--- src/rtl/load_store_queue.sv ---
// In-order load/store queue: dispatch enqueues at the tail, the AGU fills address/data by ROB id,
// and the memory stage reads the head combinationally and pops it once the cache access is done.
module load_store_queue #(
  parameter int unsigned DEPTH_BITS     = 3,
  parameter int unsigned ROB_DEPTH_BITS = 4
) (
  input  logic                      i_clk,
  input  logic                      i_rst,
  input  logic                      i_rob_flush,
  // dispatch
  input  logic                      i_enq_valid,
  input  logic                      i_enq_is_load,
  input  logic [2:0]                i_enq_funct3,
  input  logic [ROB_DEPTH_BITS-1:0] i_enq_rob_id,
  input  logic [4:0]                i_enq_ar_dest,
  input  logic [5:0]                i_enq_pr_dest,
  output logic                      o_full,
  output logic [DEPTH_BITS:0]       o_elemcount,
  // address generation
  input  logic                      i_agu_valid,
  input  logic [ROB_DEPTH_BITS-1:0] i_agu_rob_id,
  input  logic [31:0]               i_agu_addr,
  input  logic [31:0]               i_agu_rs1_rdata,
  input  logic [31:0]               i_agu_rs2_rdata,
  // head entry
  output logic                      o_head_is_load,
  output logic [2:0]                o_head_funct3,
  output logic [ROB_DEPTH_BITS-1:0] o_head_rob_id,
  output logic [4:0]                o_head_ar_dest,
  output logic [5:0]                o_head_pr_dest,
  output logic                      o_head_ready,
  output logic [31:0]               o_head_addr,
  output logic [3:0]                o_head_mask,
  output logic [31:0]               o_head_wdata,
  output logic [31:0]               o_head_rs1_rdata,
  output logic [31:0]               o_head_rs2_rdata,
  input  logic                      i_dequeue
);

  localparam int unsigned DEPTH_N = 1 << DEPTH_BITS;
  localparam int unsigned CNT_W   = DEPTH_BITS + 1;

  // Byte-lane mask for an access of size funct3[1:0] at byte offset off.
  function automatic logic [3:0] f_mask(input logic [1:0] size, input logic [1:0] off);
    case (size)
      2'b00:   f_mask = 4'b0001 << off;
      2'b01:   f_mask = off[1] ? 4'b1100 : 4'b0011;
      default: f_mask = 4'b1111;
    endcase
  endfunction

  // Store data moved onto the lanes selected by f_mask.
  function automatic logic [31:0] f_wdata(input logic [1:0] size, input logic [1:0] off,
                                          input logic [31:0] rs2);
    case (size)
      2'b00:   f_wdata = rs2 << {off, 3'b000};
      2'b01:   f_wdata = off[1] ? {rs2[15:0], 16'h0000} : rs2;
      default: f_wdata = rs2;
    endcase
  endfunction

  logic [DEPTH_N-1:0]        r_valid;
  logic [DEPTH_N-1:0]        r_ready;
  logic                      r_is_load [DEPTH_N];
  logic [2:0]                r_funct3  [DEPTH_N];
  logic [ROB_DEPTH_BITS-1:0] r_rob_id  [DEPTH_N];
  logic [4:0]                r_ar_dest [DEPTH_N];
  logic [5:0]                r_pr_dest [DEPTH_N];
  logic [31:0]               r_addr    [DEPTH_N];
  logic [3:0]                r_mask    [DEPTH_N];
  logic [31:0]               r_wdata   [DEPTH_N];
  logic [31:0]               r_rs1     [DEPTH_N];
  logic [31:0]               r_rs2     [DEPTH_N];

  logic [DEPTH_BITS-1:0]     r_head;
  logic [DEPTH_BITS-1:0]     r_tail;
  logic [CNT_W-1:0]          r_count;
  logic                      r_full;

  logic                      w_enq_acc;
  logic                      w_deq_acc;
  logic [CNT_W-1:0]          w_count_nxt;
  logic [DEPTH_N-1:0]        w_match;

  // full is registered, so a same-cycle dequeue never makes room for an enqueue
  assign w_enq_acc = i_enq_valid && !r_full;
  assign w_deq_acc = i_dequeue && (r_count != '0);

  // AGU lookup across live entries; flush suppresses the update
  always_comb begin
    w_match = '0;
    for (int unsigned i = 0; i < DEPTH_N; i++) begin
      w_match[i] = i_agu_valid && !i_rob_flush && r_valid[i] && (r_rob_id[i] == i_agu_rob_id);
    end
  end

  always_comb begin
    w_count_nxt = r_count;
    if (w_enq_acc && !w_deq_acc) begin
      w_count_nxt = r_count + CNT_W'(1);
    end else if (w_deq_acc && !w_enq_acc) begin
      w_count_nxt = r_count - CNT_W'(1);
    end
  end

  // Control state: flush behaves exactly like reset and wins over everything else
  always_ff @(posedge i_clk) begin
    if (i_rst || i_rob_flush) begin
      r_valid <= '0;
      r_ready <= '0;
      r_head  <= '0;
      r_tail  <= '0;
      r_count <= '0;
      r_full  <= 1'b0;
    end else begin
      r_ready <= r_ready | w_match;
      if (w_enq_acc) begin
        r_valid[r_tail] <= 1'b1;
        r_ready[r_tail] <= 1'b0;
        r_tail          <= r_tail + DEPTH_BITS'(1);
      end
      if (w_deq_acc) begin
        r_valid[r_head] <= 1'b0;
        r_ready[r_head] <= 1'b0;
        r_head          <= r_head + DEPTH_BITS'(1);
      end
      r_count <= w_count_nxt;
      r_full  <= (w_count_nxt == CNT_W'(DEPTH_N));
    end
  end

  // Entry payload; qualified by valid/ready so it needs no reset
  always_ff @(posedge i_clk) begin
    if (w_enq_acc) begin
      r_is_load[r_tail] <= i_enq_is_load;
      r_funct3[r_tail]  <= i_enq_funct3;
      r_rob_id[r_tail]  <= i_enq_rob_id;
      r_ar_dest[r_tail] <= i_enq_ar_dest;
      r_pr_dest[r_tail] <= i_enq_pr_dest;
    end
    for (int unsigned i = 0; i < DEPTH_N; i++) begin
      if (w_match[i]) begin
        r_addr[i]  <= i_agu_addr;
        r_rs1[i]   <= i_agu_rs1_rdata;
        r_rs2[i]   <= i_agu_rs2_rdata;
        r_mask[i]  <= f_mask(r_funct3[i][1:0], i_agu_addr[1:0]);
        r_wdata[i] <= f_wdata(r_funct3[i][1:0], i_agu_addr[1:0], i_agu_rs2_rdata);
      end
    end
  end

  assign o_full           = r_full;
  assign o_elemcount      = r_count;
  assign o_head_is_load   = r_is_load[r_head];
  assign o_head_funct3    = r_funct3[r_head];
  assign o_head_rob_id    = r_rob_id[r_head];
  assign o_head_ar_dest   = r_ar_dest[r_head];
  assign o_head_pr_dest   = r_pr_dest[r_head];
  assign o_head_ready     = r_valid[r_head] && r_ready[r_head];
  assign o_head_addr      = r_addr[r_head];
  assign o_head_mask      = r_mask[r_head];
  assign o_head_wdata     = r_wdata[r_head];
  assign o_head_rs1_rdata = r_rs1[r_head];
  assign o_head_rs2_rdata = r_rs2[r_head];

endmodule

--- config.mk ---
export PLATFORM = sky130hd
export DESIGN_NAME = load_store_queue
export DESIGN_NICKNAME = d
export VERILOG_FILES = /design/src/rtl/load_store_queue.sv
export SDC_FILE = /design/constraint.sdc
export NUM_CORES = 1
export LEC_CHECK = 0
export BUFFER_PORTS_ARGS = -buffer_cell sky130_fd_sc_hd__buf_2
export CAP_MARGIN = 25
export CORE_ASPECT_RATIO = 0.9
export CORE_MARGIN = 8
export CORE_UTILIZATION = 55
export CTS_CLUSTER_DIAMETER = 60
export DETAILED_ROUTE_END_ITERATION = 10
export PLACE_DENSITY = 0.83
export SETUP_SLACK_MARGIN = 0.3
export SYNTH_ARGS = -nofsm -noshare
export SYNTH_HDL_FRONTEND = slang
export SYNTH_SLANG_ARGS = --single-unit
--- constraint.sdc ---
create_clock -name i_clk -period 18.2 [get_ports i_clk]
set_input_delay 0.91 -clock i_clk [delete_from_list [all_inputs] [get_ports i_clk]]
set_output_delay 0.91 -clock i_clk [all_outputs]
set_load 0.02 [all_outputs]
==> out/qor.txt <==
Status - finished, final reports clean
Yosys cell types - 46
TritonCTS Buffers - 121
Final std cells w/o fill - 4,573
Clock root buffer - clkbuf_16
Area Overhead vs Synth - 12.3%
DR vias/cell - 6.31
Reg-to-Reg Start - r_rob_id[6][1]
Worst slack at placement - 12,930 ps
Filler Cell Count - 6,517
WS Path Type - flop to output port
Critical path startpoint category - flop
Setup crit end kind - output port
Setup Skew - 40.8 ps
Post-synthesis sequential area ratio - 0.705
Yosys synthesis warning count - 0
Largest net degree at the start of global routing - 134
Dpl cells - 4,334
Maximum vdd ir drop - 0.104 mV
Slew HR - 0.263
Initial antenna violation count - 13
Clock-pin slew on the worst setup and hold paths - 60 ps
Buffers on Ports - 281
DRC viols - 0
Pre-Repair DR Iteration Count - 8
P_leak - 18.7 nW
Synth Area in Compound Gates - 0.0484
Bufs on Longest Clock Path - 3
Final Wtd Congestion - 0.819
DRT iter0 DRCs - 3,366
Sum Neg Setup Slack - 0 ps
Setup Buffers After CTS - 0
Finish-stage setup viols - 0
H-tree lvl count - 3
First-pass GRT wire length - 185,000 um
Synth Area in Adders - 0.000956
Worst EP required - 17,290 ps
Die height - 309 um
Final hold violations - 0
Std-Cell Rows - 107
Core box area - 94,500 um^2
Yosys reg bits - 1,238
Primary FF master, synth - edfxtp_1
Clock latency on the worst-skew pair - 710 ps
Clock sink count - 1,238
RSZ-0062 raised after global routing - no
Max-slew violation count - 0
Vias - 28,876
DIE AREA - 105,000 um^2
Pin slew with the least headroom to its limit - 1110 ps
Routed wire per std cell - 27.5 um
CP max FO - 98
Yosys top cell by area - edfxtp_1
Yosys top cell area share - 0.693
Max cap viols - 0
Net Count, Synth - 3,113
Synth Area in XOR/XNOR - 0.00653
Layout cells sized above 1 - 0.313
CP arrival - 4660 ps
Detail Route Antenna Nets - 0
Mux cell area share after synthesis - 0.174
Vias in the first global route - 29,146
Number of synthesized flops with an enable pin - 1,208
Leading post-synthesis cells by cell area - edfxtp_1 (69%), mux4_2 (13%), mux2_2 (3.5%)
HP Start - i_agu_addr[31]
# IOs - 282
Post-Synthesis Cells - 2,984
CTS tree - built
F_max - 180 MHz
Post-Synth Simple-Gate Area - 0.0424
Largest family of logic cells by synthesized area - multiplexers
Global route overflow - 0
Mean post-synth cell area - 17.5 um^2
GR Util All Layers - 0.233
Initial core utilization - 0.554
PostCTS Resize Cnt - 0
Mapped Area - 52,300 um^2
Nets@finish - 3,339
Final HPWL DP - 67,600 um
Final wirelength - 126,000 um
Tmin final - 5570 ps
Asr flop ratio synth - 0
Hold-fix buffer count after cts - 0
Setup ws final - 12,630 ps
Die W - 341 um
Cell Pwr Density - 99.3 nW/um^2
Hold Crit Class - input pin to flop
Final period utilization - 0.306
[state kept, by name, summed over array words and instances, names as in the netlist, named ones only]
signal       cells
r_addr         256
r_funct3        24
r_rs2          256
o_elemcount      4
r_wdata        256
r_ar_dest       40
r_valid          8
r_rs1          256
r_rob_id        32
r_is_load        8
o_full           1
r_ready          8
r_head           3
r_pr_dest       48
r_mask          32
r_tail           3
[per-layer routing]
metal / vias to the layer above / track usage / part of all wire
met1: 14512 / 0.317 / 0.38
met4: 4 / 0.0786 / 0.032
li1: 12262 / - / -
met5: - / 0 / 0.00021
met2: 1795 / 0.385 / 0.49
met3: 303 / 0.0437 / 0.098
[worst paths after layout]
kind                      end  slack, ps  depth (start not counted)
max          o_head_wdata[11]      12630                          7
min             r_addr[6][31]        470                          1
max reg2reg       r_rs1[6][7]      14510                          6
min reg2reg        r_ready[3]        500                          2
[logic make-up after synthesis]
group	Yosys count
flops	1238
simple gates	515
mux	498
compound gates	445
buf+inv	245
xor+xnor	39
fa+ha+maj	4
[where the power goes]
group / internal [mW] / switching, mW / leakage (nW)
clock network: 1.38 / 1.07 / 1.88
registers: 3.13 / 0.00387 / 11.1
logic: 0.0933 / 0.162 / 5.73
total: 4.60 / 1.23 / 18.7
[layout by cell type (no fill, tap or decap), types with 8 or more instances in the layout]
cell,netlist,layout
a21o_1,16,16
xnor2_1,13,13
clkinv_1,1,27
o21ai_1,166,166
nand2_1,283,283
nor4_2,1,8
a21oi_1,63,63
o21bai_1,16,16
bufinv_16,0,10
o21ai_0,98,98
clkinv_2,0,21
mux2i_1,13,13
clkbuf_1,153,20
edfxtp_1,1208,1208
mux4_2,302,302
and2_1,65,65
nand3_1,10,10
diode_2,0,9
mux2_2,162,162
buf_2,16,280
a22oi_1,67,67
clkbuf_16,0,122
nand2b_1,15,15
dfxtp_1,30,27
buf_4,5,53
nor2_1,113,110
xor2_1,26,26
clkinvlp_4,0,12
[stage by stage]
step | util | hold WS [ps] | power (mW) | cell area, um^2
global route | 0.622 | 428 | 6.00 | 58800
detailed placement | 0.579 | 486 | 3.45 | 54700
floorplan | - | 457 | 3.36 | 52300
global placement | 0.579 | 477 | 3.44 | 54700
finish | 0.622 | 472 | 5.84 | 58800
CTS | 0.620 | 405 | 5.88 | 58600
[cell type report]
class	count	area (um^2)	area share
timing repair buffer	345	2050	0.0349
inverter	3	11.3	0.000192
tap	1253	1570	0.0267
antenna	9	22.5	0.000383
multi-input combinational	1501	14300	0.244
clock buffer	142	3130	0.0532
sequential	1238	36900	0.627
clock inverter	82	781	0.0133
[critical path, stage by stage, from the launching register on]
cell	delay [ps]
dfxtp_4	630
buf_4	670
buf_12	550
buf_4	340
buf_16	320
mux4_2	560
mux2_2	330
buf_2	180
[synthesized netlist by cell type, drive strengths merged (2+ instances only)]
master	count
edfxtp	1208
mux4	302
nand2	283
o21ai	271
mux2	169
clkbuf	153
nor2	113
buf	89
a22oi	67
and2	65
a21oi	64
dfxtp	30
mux2i	27
xor2	26
a21o	16
o21bai	16
nand2b	15
xnor2	13
nor3	11
nand3	10
nor4	10
ha	4
nor2b	4
a211oi	3
a31oi	2
inv	2
o21a	2
Note: power is estimated with default switching activity, not from simulation.
